`src/rtl/counter_ctrl_if.sv`:
```
// Command, control and status bundle for counter_ctrl.
// master = command source / status observer, slave = counter_ctrl itself.
interface counter_ctrl_if #(
  parameter int WIDTH = 4,
  parameter int PRE_W = 8
);
  logic             cmd_valid;
  logic             cmd_ready;
  logic [WIDTH-1:0] cmd_start;
  logic [WIDTH-1:0] cmd_limit;
  logic             cmd_up;
  logic             cmd_periodic;
  logic [PRE_W-1:0] cmd_prescale;
  logic             pause;
  logic             abort;
  logic [WIDTH-1:0] count;
  logic             busy;
  logic             tc;
  logic             done;

  modport master (
    output cmd_valid, cmd_start, cmd_limit, cmd_up, cmd_periodic, cmd_prescale,
    output pause, abort,
    input  cmd_ready, count, busy, tc, done
  );

  modport slave (
    input  cmd_valid, cmd_start, cmd_limit, cmd_up, cmd_periodic, cmd_prescale,
    input  pause, abort,
    output cmd_ready, count, busy, tc, done
  );
endinterface

```
`src/rtl/counter_ctrl.sv`:
```
// Prescaled up/down counter with one-shot/periodic modes, pause and abort.
// Commands accepted only in IDLE; count, tc and done are registered.
module counter_ctrl #(
  parameter int WIDTH = 4,
  parameter int PRE_W = 8
) (
  input logic           clk,
  input logic           rst,
  counter_ctrl_if.slave ctrl_if
);
  typedef enum logic [1:0] {IDLE, RUN, PAUSED, DONE} state_e;

  localparam logic [WIDTH-1:0] CNT_ONE = WIDTH'(1);
  localparam logic [PRE_W-1:0] PRE_ONE = PRE_W'(1);

  state_e           state_q, state_d;
  logic [WIDTH-1:0] count_q, count_d;
  logic [WIDTH-1:0] start_q, start_d;
  logic [WIDTH-1:0] limit_q, limit_d;
  logic             up_q, up_d;
  logic             periodic_q, periodic_d;
  logic [PRE_W-1:0] prescale_q, prescale_d;
  logic [PRE_W-1:0] pre_cnt_q, pre_cnt_d;
  logic             tc_q, tc_d;
  logic             done_q, done_d;
  logic             step;

  assign step = (pre_cnt_q == prescale_q);

  always_comb begin
    state_d    = state_q;
    count_d    = count_q;
    start_d    = start_q;
    limit_d    = limit_q;
    up_d       = up_q;
    periodic_d = periodic_q;
    prescale_d = prescale_q;
    pre_cnt_d  = pre_cnt_q;
    tc_d       = 1'b0;
    done_d     = 1'b0;

    unique case (state_q)
      IDLE: begin
        if (ctrl_if.cmd_valid) begin
          start_d    = ctrl_if.cmd_start;
          limit_d    = ctrl_if.cmd_limit;
          up_d       = ctrl_if.cmd_up;
          periodic_d = ctrl_if.cmd_periodic;
          prescale_d = ctrl_if.cmd_prescale;
          count_d    = ctrl_if.cmd_start;
          pre_cnt_d  = '0;
          state_d    = RUN;
        end
      end
      RUN: begin
        // abort beats pause beats step
        if (ctrl_if.abort) begin
          state_d = IDLE;
        end else if (ctrl_if.pause) begin
          state_d = PAUSED;
        end else if (!step) begin
          pre_cnt_d = pre_cnt_q + PRE_ONE;
        end else begin
          pre_cnt_d = '0;
          if (count_q != limit_q) begin
            count_d = up_q ? count_q + CNT_ONE : count_q - CNT_ONE;
          end else if (periodic_q) begin
            count_d = start_q;
            tc_d    = 1'b1;
          end else begin
            state_d = DONE;
            done_d  = 1'b1;
          end
        end
      end
      PAUSED: begin
        if (ctrl_if.abort) begin
          state_d = IDLE;
        end else if (!ctrl_if.pause) begin
          state_d = RUN;
        end
      end
      DONE: begin
        state_d = IDLE;
      end
      default: begin
        state_d = IDLE;
      end
    endcase
  end

  always_ff @(posedge clk) begin
    if (!rst) begin
      state_q    <= IDLE;
      count_q    <= '0;
      start_q    <= '0;
      limit_q    <= '0;
      up_q       <= 1'b0;
      periodic_q <= 1'b0;
      prescale_q <= '0;
      pre_cnt_q  <= '0;
      tc_q       <= 1'b0;
      done_q     <= 1'b0;
    end else begin
      state_q    <= state_d;
      count_q    <= count_d;
      start_q    <= start_d;
      limit_q    <= limit_d;
      up_q       <= up_d;
      periodic_q <= periodic_d;
      prescale_q <= prescale_d;
      pre_cnt_q  <= pre_cnt_d;
      tc_q       <= tc_d;
      done_q     <= done_d;
    end
  end

  assign ctrl_if.cmd_ready = (state_q == IDLE) && rst;
  assign ctrl_if.count     = count_q;
  assign ctrl_if.busy      = (state_q == RUN) || (state_q == PAUSED);
  assign ctrl_if.tc        = tc_q;
  assign ctrl_if.done      = done_q;
endmodule

```
`src/flat_wrapper.sv`:
```
// flat-port wrapper written by rule: the top's interface ports become plain ports
module counter_ctrl_flat 
#(
  parameter int WIDTH = 4,
  parameter int PRE_W = 8
)
  (clk, rst, ctrl_if_cmd_valid, ctrl_if_cmd_start, ctrl_if_cmd_limit, ctrl_if_cmd_up, ctrl_if_cmd_periodic, ctrl_if_cmd_prescale, ctrl_if_pause, ctrl_if_abort, ctrl_if_cmd_ready, ctrl_if_count, ctrl_if_busy, ctrl_if_tc, ctrl_if_done);
  counter_ctrl_if #(.WIDTH(WIDTH), .PRE_W(PRE_W)) ctrl_if_i ();
  input logic clk;
  input logic rst;
  input wire logic [$bits(ctrl_if_i.cmd_valid)-1:0] ctrl_if_cmd_valid;
  input wire logic [$bits(ctrl_if_i.cmd_start)-1:0] ctrl_if_cmd_start;
  input wire logic [$bits(ctrl_if_i.cmd_limit)-1:0] ctrl_if_cmd_limit;
  input wire logic [$bits(ctrl_if_i.cmd_up)-1:0] ctrl_if_cmd_up;
  input wire logic [$bits(ctrl_if_i.cmd_periodic)-1:0] ctrl_if_cmd_periodic;
  input wire logic [$bits(ctrl_if_i.cmd_prescale)-1:0] ctrl_if_cmd_prescale;
  input wire logic [$bits(ctrl_if_i.pause)-1:0] ctrl_if_pause;
  input wire logic [$bits(ctrl_if_i.abort)-1:0] ctrl_if_abort;
  output wire logic [$bits(ctrl_if_i.cmd_ready)-1:0] ctrl_if_cmd_ready;
  output wire logic [$bits(ctrl_if_i.count)-1:0] ctrl_if_count;
  output wire logic [$bits(ctrl_if_i.busy)-1:0] ctrl_if_busy;
  output wire logic [$bits(ctrl_if_i.tc)-1:0] ctrl_if_tc;
  output wire logic [$bits(ctrl_if_i.done)-1:0] ctrl_if_done;
  assign ctrl_if_i.cmd_valid = ctrl_if_cmd_valid;
  assign ctrl_if_i.cmd_start = ctrl_if_cmd_start;
  assign ctrl_if_i.cmd_limit = ctrl_if_cmd_limit;
  assign ctrl_if_i.cmd_up = ctrl_if_cmd_up;
  assign ctrl_if_i.cmd_periodic = ctrl_if_cmd_periodic;
  assign ctrl_if_i.cmd_prescale = ctrl_if_cmd_prescale;
  assign ctrl_if_i.pause = ctrl_if_pause;
  assign ctrl_if_i.abort = ctrl_if_abort;
  assign ctrl_if_cmd_ready = ctrl_if_i.cmd_ready;
  assign ctrl_if_count = ctrl_if_i.count;
  assign ctrl_if_busy = ctrl_if_i.busy;
  assign ctrl_if_tc = ctrl_if_i.tc;
  assign ctrl_if_done = ctrl_if_i.done;
  counter_ctrl #(.WIDTH(WIDTH), .PRE_W(PRE_W)) u_core (.clk(clk), .rst(rst), .ctrl_if(ctrl_if_i));
endmodule
```
`config.mk`:
```
export PLATFORM = sky130hd
export DESIGN_NAME = counter_ctrl_flat
export DESIGN_NICKNAME = d
export VERILOG_FILES = /design/src/rtl/counter_ctrl_if.sv /design/src/rtl/counter_ctrl.sv /design/src/flat_wrapper.sv
export SDC_FILE = /design/constraint.sdc
export NUM_CORES = 1
export LEC_CHECK = 0
export BUFFER_PORTS_ARGS = -buffer_cell sky130_fd_sc_hd__buf_2
export CORE_MARGIN = 2
export CORE_UTILIZATION = 55
export CTS_BUF_LIST = sky130_fd_sc_hd__clkbuf_4 sky130_fd_sc_hd__clkbuf_8
export DETAILED_ROUTE_END_ITERATION = 6
export PLACE_DENSITY = 0.85
export SLEW_MARGIN = 20
export SYNTH_ARGS = -nofsm -noshare
export SYNTH_HDL_FRONTEND = slang
export SYNTH_SLANG_ARGS = --single-unit
```
`constraint.sdc`:
```
create_clock -name clk -period 2.5 [get_ports clk]
set_input_delay 0.5 -clock clk [delete_from_list [all_inputs] [get_ports clk]]
set_output_delay 0.5 -clock clk [all_outputs]
set_load 0.01 [all_outputs]
```
## Word level (Yosys, flattened, before mapping)

Index checks and enable logic that the tools add are counted.

| storage, ports and cells | value |
|---|---|
| register bits | 34 |
| output and inout bits | 8 |
| word-level logic and storage cells | 63 |

| operators by class | value |
|---|---|
| add/subtract/negate cells | 3 |
| equality and inequality tests | 14 |
| multiplexer cells | 24 |
| bitwise logic cells | 3 |
| reductions and logical operators | 9 |

Operators with widths:

| cell | count |
|---|---|
| $mux W8 | 4 |
| $mux W4 | 7 |
| $mux W2 | 8 |
| $pmux W8 S2 | 1 |
| $add A8 B1 Y8 const B | 1 |
| $eq A8 B8 Y1 | 1 |
| $ne A4 B4 Y1 const B | 2 |
| $pmux W2 S4 | 1 |
| $pmux W4 S2 | 1 |
| $ne A2 B2 Y1 const B | 3 |
| $reduce_and A6 Y1 | 1 |
| $reduce_or A6 Y1 | 1 |
| $reduce_and A5 Y1 | 1 |
| $add A4 B1 Y4 const B | 1 |
| $eq A2 B2 Y1 const B | 2 |
| $ne A4 B3 Y1 const B | 1 |
| $ne A4 B4 Y1 | 1 |
| $reduce_and A4 Y1 | 1 |
| $sub A4 B1 Y4 const B | 1 |
| $ne A3 B1 Y1 const B | 1 |
| $ne A3 B3 Y1 const B | 1 |
| $not A1 Y1 | 3 |
| $eq A2 B1 Y1 const B | 1 |
| $logic_not A2 Y1 | 1 |
| 6 further kinds | 7 |

## Logic depth before layout (Yosys ltp)

Gate-level depths: netlist of run 1.

| logic depth | value |
|---|---|
| word-level depth | 7 |
| gate-level depth with buffers | 8 |

## Least setup slack after synthesis of run 1

No wires, ideal clock.

| timing | value |
|---|---|
| path type | register to register |
| start point | register u_core.state_q[1] |
| end point | register u_core.count_q[0] (netlist: u_core.ctrl_if.count[0]) |
| setup time | 0.072 ns |
| arrival | 1.711 ns |
| data required time | 2.428 ns |
| slack | 0.717 ns |
| stages on the path, launching flop included | 9 |
| period minus slack after synthesis | 1.783 ns |
| cell sequence | dfxtp_1 -> inv_1 -> ha_1 -> or3b_1 -> a21o_1 -> a31oi_2 -> and2_1 -> buf_4 -> mux2i_1 |

| on the way | value |
|---|---|
| longest elaborated chain between the ends | 3 |
| elaborated cells between the ends (all ways) | 10 |
| those cells by class | 6 x eq/ne; 1 x mux; 3 x reduce/logical |

Ends and longest elaborated chain:

| element | line | source |
|---|---|---|
| from (decl) | counter_ctrl.sv:16 | `state_e state_q, state_d;` |
| from (signal assigned) | counter_ctrl.sv:105 | `state_q <= state_d;` |
| $eq A2 B1 Y1 / $logic_not A2 Y1 (equally long branches) | counter_ctrl.sv:42 | `unique case (state_q)` |
| $ne A3 B1 Y1 (no line) (tied with other cells) | -- |  |
| $reduce_and A6 Y1 (no line) | -- |  |
| to (signal assigned) | counter_ctrl.sv:106 | `count_q <= count_d;` |
| to (decl) | counter_ctrl.sv:17 | `logic [WIDTH-1:0] count_q, count_d;` |

Parallel ways exist; a longest one is shown, timed or not.
A chain may end at the register's enable or synchronous reset.

## Worst setup path after layout of run 1

| timing | value |
|---|---|
| start point | register u_core.state_q[1] |
| end point | register u_core.count_q[1] (netlist: u_core.ctrl_if.count[1]) |

The elaborated chain is that of the path after synthesis.

==> results of run 1 <==
-- per-stage QoR --
stage          instance area [sq um]  hold WS (ns)  cells
6_report                        1960         0.372    272
3_3_place_gp                    1880         0.440    265
2_1_floorplan                   1710         0.422    208
4_1_cts                         1960         0.362    272
3_5_place_dp                    1880         0.454    265
5_1_grt                         1960         0.355    272
-- cells by family after synthesis --
kind of cell / Yosys count / share of synthesized area (%)
AO/OA/AOI/OAI: 44 / 16.0
adder cells (fa/ha/maj): 8 / 6.31
multiplexers: 2 / 1.17
flip-flops: 34 / 39.9
AND/OR/NAND/NOR: 84 / 21.9
XOR/XNOR: 22 / 11.3
buffers and inverters: 14 / 3.37
-- worst reg2reg max path: stages, from the launching register on --
cell and delay (ns):
dfxtp_1 0.36, inv_1 0.11, ha_1 0.17, or3b_1 0.39
a21o_1 0.25, a31oi_2 0.18, and2_1 0.25, mux2i_1 0.19
-- sequential cells by signal, indices dropped and copies added (netlist names) --
| signal | cells |
|---|---|
| u_core.pre_cnt_q | 8 |
| u_core.prescale_q | 8 |
| u_core.ctrl_if.count | 4 |
| u_core.limit_q | 4 |
| u_core.start_q | 4 |
| u_core.state_q | 2 |
| u_core.ctrl_if.done | 1 |
| u_core.ctrl_if.tc | 1 |
| u_core.periodic_q | 1 |
| u_core.up_q | 1 |
-- routing by layer --
layer	track usage (%)	wire (microns)
met3	8.44	205
met1	29.7	1640
met5	0	0
met2	33.7	1560
met4	8.57	86
-- worst paths after layout --
path	endpoint	cells after the start	slack (ns)	from
setup reg to reg	u_core.ctrl_if.count[1]$_SDFFE_PN0P_	7	0.53	u_core.state_q[1]$_SDFFE_PN0P_
hold reg to reg	u_core.start_q[3]$_SDFFE_PN0P_	2	0.47	u_core.start_q[3]$_SDFFE_PN0P_
setup / recovery	u_core.ctrl_if.count[1]$_SDFFE_PN0P_	7	0.53	u_core.state_q[1]$_SDFFE_PN0P_
hold / removal	u_core.prescale_q[5]$_SDFFE_PN0P_	3	0.37	ctrl_if_cmd_prescale[5]
-- layout make-up --
type | count | area (sq um) | area share, %
Multi-Input combinational cell | 160 | 967 | 49.4
Sequential cell | 34 | 681 | 34.8
Timing Repair Buffer | 32 | 165 | 8.43
Clock buffer | 6 | 51.3 | 2.62
Tap cell | 33 | 41.3 | 2.11
Clock inverter | 1 | 30.0 | 1.53
Inverter | 6 | 22.5 | 1.15
-- power by group through the flow --
stage / logic, uW / registers, uW / clock network, uW
final: 676 / 700 / 426
after global routing: 772 / 711 / 457
after CTS: 675 / 700 / 434
after detailed placement: 672 / 712 / 0
after global placement: 657 / 709 / 0
after floorplan: 516 / 702 / 0
-- cells in the final DEF (no fill, tap or decap), drive strengths merged, types with 2 or more instances in the layout --
| master | n |
|---|---|
| nand2 | 47 |
| buf | 32 |
| mux2i | 2 |
| xor2 | 3 |
| a31oi | 2 |
| and2 | 3 |
| xnor2 | 19 |
| dfxtp | 34 |
| nor3 | 4 |
| nand3 | 2 |
| o21ai | 5 |
| a21o | 3 |
| and3 | 2 |
| inv | 6 |
| ha | 7 |
| nand4 | 6 |
| nor2b | 2 |
| clkbuf | 6 |
| nor2 | 13 |
| a21oi | 25 |
==> out/qor.txt, run 1 <==
status -> finished, final reports clean
final slew viol count -> 0
PnR worst setup slack -> 0.527 ns
Layout area overhead -> 14.8%
Seq/Total Area, Yosys -> 39.9%
largest cells by area after synthesis -> dfxtp_1 (40%), nand2_1 (10%), xnor2_1 (9.8%)
Leak -> 0.000780 uW
final setup violating endpoints -> 0
detailed placement HPWL -> 2.55 mm
Net Count, Synth -> 239
Slew HR -> 58.8%
pwr/cell area -> 921 nW/um^2
Mapped Area -> 1710 sq um
Max Root-Sink Buffers -> 2
# IOs -> 31
vias in the first global route -> 1321
I/O Buffers -> 30
Syn Area/Cell -> 8.20 sq um
nets@finish -> 270
First-pass DRT Iterations -> 4
startpoint types -> flip-flop
starting density of the core -> 56.8%
first-pass GRT wire length -> 5.89 mm
Worst-Skew Late Latency -> 0.36 ns
Final Hold Viols -> 0
combinational share of power -> 37.5%
critical path arrival -> 2.26 ns
WL final -> 3.49 mm
max cap viols -> 0
min-delay worst type -> in2reg
Max stage delay cell, worst path -> or3b_1
total core area -> 3000 sq um
RSZ-0062 raised after global routing -> false
Mapped Cells -> 208
ant diodes -> 0
Yosys Warn Count -> 0
sequential share of power -> 38.9%
H-tree Lvls -> 2
Synth area leader -> dfxtp_1
library cells used by synthesis -> 39
Root Buffer Master -> clkbuf_4
Final Util -> 65.2%
WS Path Type -> reg2reg
worst-margin pin slew -> 0.618 ns
vias per inst -> 5.54
Post-Place Setup Slack -> 0.528 ns
critical path, cell by cell -> inv_1 -> ha_1 -> or3b_1 -> a21o_1 -> a31oi_2 -> and2_1 -> mux2i_1
CTS tree -> yes
asr flop ratio synth -> 0%
top_reg_cell synth -> dfxtp_1
post-DR wirelength/cell -> 12.8 microns
gpl congestion -> 0.836
Internal Power -> 1140 uW
setup_tns -> 0 ns
max incr delay on CP -> 0.39 ns
skew final -> 0.0115 ns
layout cell share with drive strength beyond 1 -> 17.6%
period utilisation layout -> 78.9%
remaining global-route overflow -> 0
DRC -> 0
worst-path fanout max -> 5
number of synthesized flops with an enable pin -> 0
Vias -> 1508
Buf/Inv on CP -> 1
Worst setup EP type -> flip-flop
antenna viol nets, final -> 0
Filler cells -> 263
Clk pwr share -> 23.6%
die width -> 59.7 microns
Die ar. -> 3560 sq um
Die Y -> 59.7 microns
Post-CTS Resized -> 0
CP Data Required Time -> 2.79 ns
Worst-path clk slew -> 0.11 ns
CTS Sinks -> 34
# hold bufs at CTS -> 0
Tmin final -> 1.97 ns
row cnt -> 20
Total Routing Usage GR -> 22.6%
largest net degree at the start of global routing -> 19
Num CTS Buffers -> 5
Synth top cells by count -> nand2_1 (47), dfxtp_1 (34), a21oi_1 (24), xnor2_1 (19), nor2_1 (13)
Largest delay share family, worst path -> simple AND/OR/NAND/NOR gates
overall power -> 1800 uW
area share of the largest cell type after synthesis -> 39.9%
post-synthesis register bit count -> 34
Max VDD drop -> 0.676 mV
Net Sw Frac -> 37.0%
most frequent cell after synthesis -> nand2_1
DRT iter0 DRCs -> 53
initial antenna violation count -> 0
NetSw -> 667 uW
Post-CTS Setup Inserts -> 0
Achievable Freq -> 0.507 GHz
Note: power is estimated with default switching activity, not from simulation.
==> run 2: changes to the inputs <==
Clock period 2.5 ns to 2 ns, I/O delays scaled along.
==> out/qor.txt, run 2 (same netlist as run 1, synthesis figures left out) <==
status -> finished, final reports clean
antenna viol nets, final -> 0 (unchanged)
Final Hold Viols -> 0 (unchanged)
CTS tree -> yes
sequential share of power -> 41.0% (+2.1 points)
CTS Sinks -> 34 (unchanged)
DRC -> 0 (unchanged)
First-pass DRT Iterations -> 5 (+1)
post-DR wirelength/cell -> 12.7 microns (-1.2%)
WS Path Type -> reg2reg
row cnt -> 20 (unchanged)
worst r2r src -> u_core.state_q[1]$_SDFFE_PN0P_
Total Routing Usage GR -> 22.7% (+0.12 points)
ant diodes -> 0 (unchanged)
Die Y -> 59.7 microns (unchanged)
remaining global-route overflow -> 0 (unchanged)
commonest non-fill, non-tap cells in the layout -> nand2_1 (47), dfxtp_1 (33), buf_2 (30)
H-tree Lvls -> 2 (unchanged)
critical path, cell by cell -> inv_1 -> ha_1 -> or3b_4 -> a21oi_2 -> a21o_1 -> nor2_1
WL final -> 3.47 mm (-0.83%)
detailed placement HPWL -> 2.58 mm (+1.0%)
Clk pwr share -> 17.8% (-5.8 points)
top flop regs -> u_core.pre_cnt_q (8), u_core.prescale_q (8)
Slew HR -> 60.9% (+2.1 points)
total core area -> 3000 sq um (unchanged)
FF-to-FF path depth -> 6 (-1)
period utilisation layout -> 92.6% (+14 points)
Buf/Inv on CP -> 1 (unchanged)
RSZ-0062 raised after global routing -> false
Vias -> 1505 (-0.20%)
RR Endpoint -> u_core.pre_cnt_q[7]$_SDFFE_PN0P_
minimum setup slack among reg-to-reg paths -> 0.15 ns (-0.38 ns)
initial antenna violation count -> 0 (unchanged)
# IOs -> 31 (unchanged)
Num CTS Buffers -> 5 (unchanged)
Post-Place Setup Slack -> 0.0809 ns (-0.447 ns)
Max Root-Sink Buffers -> 2 (unchanged)
CP Data Required Time -> 2.23 ns (-0.56 ns)
Worst-path clk slew -> 0.11 ns (about the same)
DRT iter0 DRCs -> 66 (+25%)
critical path arrival -> 2.08 ns (-0.18 ns)
Die ar. -> 3560 sq um (unchanged)
final hold slack -> 0.285 ns (-0.0870 ns)
vias per inst -> 5.51 (-0.56%)
stages on the worst setup path -> 6 (-1)
largest net degree at the start of global routing -> 21 (+2)
worst-margin pin slew -> 0.585 ns (-0.0322 ns)
Worst setup EP type -> flip-flop
final setup violating endpoints -> 0 (unchanged)
Internal Power -> 1320 uW (+16%)
worst setup path end -> u_core.pre_cnt_q[7]$_SDFFE_PN0P_
Leak -> 0.000784 uW (+0.53%)
Max VDD drop -> 0.624 mV (-7.7%)
Hold Path Cell Cnt -> 3 (unchanged)
Worst-Skew Late Latency -> 0.34 ns (-0.02 ns)
first-pass GRT wire length -> 6.11 mm (+3.8%)
die width -> 59.7 microns (unchanged)
most common cell after layout, fill and taps aside -> nand2_1
# hold bufs at CTS -> 0 (unchanged)
NetSw -> 819 uW (+23%)
Root Buffer Master -> clkbuf_4
skew final -> 0.0155 ns (+0.00395 ns)
max cap viols -> 0 (unchanged)
Max stage delay cell, worst path -> or3b_4
Crit. Startpoint -> u_core.state_q[1]$_SDFFE_PN0P_
pwr/cell area -> 1090 nW/um^2 (+19%)
setup_tns -> 0 ns (unchanged)
Filler cells -> 279 (+6.1%)
I/O Buffers -> 30 (unchanged)
vias in the first global route -> 1400 (+6.0%)
min-delay worst type -> in2reg
layout cell share with drive strength beyond 1 -> 20.0% (+2.4 points)
nets@finish -> 272 (+0.74%)
startpoint types -> flip-flop
final slew viol count -> 0 (unchanged)
worst-path fanout max -> 8 (+3)
Achievable Freq -> 0.540 GHz (+6.6%)
Layout area overhead -> 14.9% (about the same)
Largest delay share family, worst path -> compound AO/OA/AOI/OAI gates
starting density of the core -> 56.8% (unchanged)
combinational share of power -> 41.2% (+3.7 points)
Tmin final -> 1.85 ns (-0.122 ns)
gpl congestion -> 0.901 (+7.8%)
PnR worst setup slack -> 0.149 ns (-0.378 ns)
Final Util -> 65.3% (about the same)
max incr delay on CP -> 0.39 ns (about the same)
Net Sw Frac -> 38.3% (+1.3 points)
## run 2: power groups by stage
stage | Clock [uW] | Sequential (uW) | Combinational, uW
after floorplan | 0 | 877 | 645
after global placement | 0 | 889 | 836
after detailed placement | 0 | 891 | 854
after CTS | 382 | 876 | 856
after global routing | 420 | 892 | 987
final | 381 | 876 | 881
## run 2: per-layer routing
layer	share of wire (%)	vias up	wire [microns]	track usage (%)
li1	-	770	-	-
met1	47	685	1640	29.7
met2	45	38	1560	35.2
met3	5.1	12	177	4.98
met4	2.5	0	85	11.1
met5	0	-	0	0
## run 2: repair_timing
action / 4_1_cts / 5_1_grt
setup endpoints to repair: 0 / 12
setup buffers: 0 / 0
endpoints found under the hold margin: 0 / 0
gates resized for setup: 0 / 6
## run 2: metrics by stage
stage | total power, uW | area (sq um) | instances
floorplan | 1520 | 1710 | 208
global placement | 1720 | 1890 | 267
detailed placement | 1750 | 1890 | 267
CTS | 2110 | 1940 | 273
global route | 2300 | 1960 | 273
finish | 2140 | 1960 | 273
## run 2: layout make-up
class	instances	area, sq um	share of cell area (%)
tap	33	41.3	2.11
inverter	6	22.5	1.15
multi-input combinational	160	982	50.1
timing repair buffer	34	180	9.20
sequential	34	682	34.8
clock buffer	6	51.3	2.62
## run 2: worst min path at each step
stage                                   startpoint                        endpoint  slack [ns]
global placement    u_core.start_q[2]$_SDFFE_PN0P_  u_core.start_q[2]$_SDFFE_PN0P_        0.44
floorplan           u_core.periodic_q$_SDFFE_PN0P_  u_core.ctrl_if.done$_SDFF_PP0_        0.42
detailed placement  u_core.start_q[3]$_SDFFE_PN0P_  u_core.start_q[3]$_SDFFE_PN0P_        0.45
finish                        ctrl_if_cmd_periodic  u_core.periodic_q$_SDFFE_PN0P_        0.29
global route                        ctrl_if_cmd_up        u_core.up_q$_SDFFE_PN0P_        0.29
CTS                                 ctrl_if_cmd_up        u_core.up_q$_SDFFE_PN0P_        0.29
## run 2: worst register-to-register path, stage by stage (launching register included)
cell	delay, ns
dfxtp_2	0.35
inv_1	0.10
ha_1	0.17
or3b_4	0.39
a21oi_2	0.31
a21o_1	0.32
nor2_1	0.09
==> run 3: changes to the inputs <==
Settings changed: PLACE_DENSITY 0.85 to 0.79, REMOVE_ABC_BUFFERS from default to 1.
==> out/qor.txt, run 3 (same netlist as run 1, synthesis figures left out) <==
status -> finished, final reports clean
Crit. Startpoint -> u_core.state_q[1]$_SDFFE_PN0P_
nets@finish -> 272 (unchanged)
storage element area -> 682 sq um (unchanged)
H-tree Lvls -> 2 (unchanged)
Worst-path clk slew -> 0.11 ns (about the same)
# IOs -> 31 (unchanged)
critical path arrival -> 2.17 ns (+0.09 ns)
Vias -> 1513 (+0.53%)
First-pass DRT Iterations -> 4 (-1)
skew final -> 0.0101 ns (-0.00535 ns)
period utilisation layout -> 94.8% (+2.2 points)
worst-margin pin slew -> 0.676 ns (+0.0910 ns)
worst-path fanout max -> 5 (-3)
vias per inst -> 5.50 (-0.20%)
Min-Delay Startpoint -> ctrl_if_cmd_periodic
final setup violating endpoints -> 0 (unchanged)
pwr/cell area -> 1100 nW/um^2 (+1.1%)
Max Root-Sink Buffers -> 2 (unchanged)
die width -> 59.7 microns (unchanged)
Max VDD drop -> 0.755 mV (+21%)
Net Sw Frac -> 38.7% (+0.41 points)
max incr delay on CP -> 0.38 ns (about the same)
Internal Power -> 1330 uW (+0.75%)
Final Hold Viols -> 0 (unchanged)
ant diodes -> 0 (unchanged)
Clk pwr share -> 19.3% (+1.5 points)
gpl congestion -> 0.874 (-3.1%)
post-DR wirelength/cell -> 13.5 microns (+6.5%)
top flop regs -> u_core.pre_cnt_q (8), u_core.prescale_q (8)
I/O Buffers -> 30 (unchanged)
min-delay worst type -> in2reg
final hold slack -> 0.285 ns (-0.000616 ns)
Leak -> 0.000786 uW (+0.24%)
Total Routing Usage GR -> 24.0% (+1.3 points)
Tmin final -> 1.90 ns (+0.0446 ns)
Num CTS Buffers -> 5 (unchanged)
NetSw -> 840 uW (+2.5%)
Worst-Skew Late Latency -> 0.34 ns (about the same)
Slew HR -> 54.9% (-6.0 points)
starting density of the core -> 56.8% (unchanged)
Die Y -> 59.7 microns (unchanged)
Worst setup EP type -> flip-flop
startpoint types -> flip-flop
WS Path Type -> reg2reg
largest net degree at the start of global routing -> 20 (-4.8%)
detailed placement HPWL -> 2.66 mm (+3.3%)
Achievable Freq -> 0.527 GHz (-2.4%)
CP Data Required Time -> 2.27 ns (+0.04 ns)
critical path, cell by cell -> inv_1 -> ha_1 -> or3b_1 -> a21o_1 -> a31oi_2 -> and2_2 -> mux2i_1
CTS tree -> yes
DRT iter0 DRCs -> 51 (-23%)
DRC -> 0 (unchanged)
Multi-input gate area -> 976 sq um (-0.64%)
commonest non-fill, non-tap cells in the layout -> nand2_1 (47), dfxtp_1 (33), buf_2 (30)
RSZ-0062 raised after global routing -> false
layout cell share with drive strength beyond 1 -> 20.2% (+0.25 points)
Filler cells -> 272 (-2.5%)
CTS Sinks -> 34 (unchanged)
antenna viol nets, final -> 0 (unchanged)
Post-CTS Resized -> 0 (unchanged)
total core area -> 3000 sq um (unchanged)
WL final -> 3.72 mm (+7.3%)
initial antenna violation count -> 0 (unchanged)
# hold bufs at CTS -> 0 (unchanged)
row cnt -> 20 (unchanged)
sequential share of power -> 40.4% (-0.6 points)
vias in the first global route -> 1401 (+0.071%)
final slew viol count -> 0 (unchanged)
Die ar. -> 3560 sq um (unchanged)
Post-CTS Setup Inserts -> 0 (unchanged)
worst r2r src -> u_core.state_q[1]$_SDFFE_PN0P_
combinational share of power -> 40.3% (-0.9 points)
Max stage delay cell, worst path -> or3b_1
max cap viols -> 0 (unchanged)
most common cell after layout, fill and taps aside -> nand2_1
first-pass GRT wire length -> 6.41 mm (+5.0%)
Root Buffer Master -> clkbuf_4
setup_tns -> 0 ns (unchanged)
remaining global-route overflow -> 0 (unchanged)
Layout area overhead -> 15.3%
## run 3: worst paths after layout
path	depth (start not counted)	slack (ns)	end
setup / recovery	7	0.10	u_core.ctrl_if.count[0]$_SDFFE_PN0P_
hold / removal	3	0.28	u_core.periodic_q$_SDFFE_PN0P_
setup reg to reg	7	0.10	u_core.ctrl_if.count[0]$_SDFFE_PN0P_
hold reg to reg	2	0.46	u_core.start_q[2]$_SDFFE_PN0P_
## run 3: per-stage QoR
step	total power [uW]	setup WS [ns]	std cells	cell area [sq um]	util (%)
global placement	1720	0.152	267	1890	63.0
global route	2330	0.00885	275	1970	65.5
finish	2170	0.104	275	1970	65.5
detailed placement	1750	0.101	267	1890	63.0
floorplan	1500	0.0476	200	1670	-
CTS	2160	0.0612	275	1960	65.1
## run 3: metal layers
layer  track usage [%]  wire (microns)
met1              32.2            1790
met2              36.8            1730
met3              7.36             166
met4              8.25              36
met5                 0               0
## run 3: cell type report
class | count | area share (%)
multi-input cells | 160 | 49.6
flip-flops and latches | 34 | 34.7
repair buffers | 34 | 9.17
clock buffers | 7 | 2.99
inverters | 6 | 1.15
well taps | 33 | 2.10
clock inverters | 1 | 0.255
## run 3: power groups by stage
stage	Combinational [uW]	Sequential (uW)	Clock (uW)
after floorplan	619	877	0
after global placement	836	888	0
after global routing	971	893	465
final	874	875	420
after detailed placement	864	890	0
after CTS	868	875	421
## run 3: worst max-delay path: cells and delay by family (launching register included)
family                     cells  cell delay [ns]
AOI/OAI and AO/OA              2             0.43
adders and majority gates      1             0.17
buffers and inverters          1             0.09
DFF                            1             0.35
muxes                          1             0.19
and+or+nand+nor                2             0.60
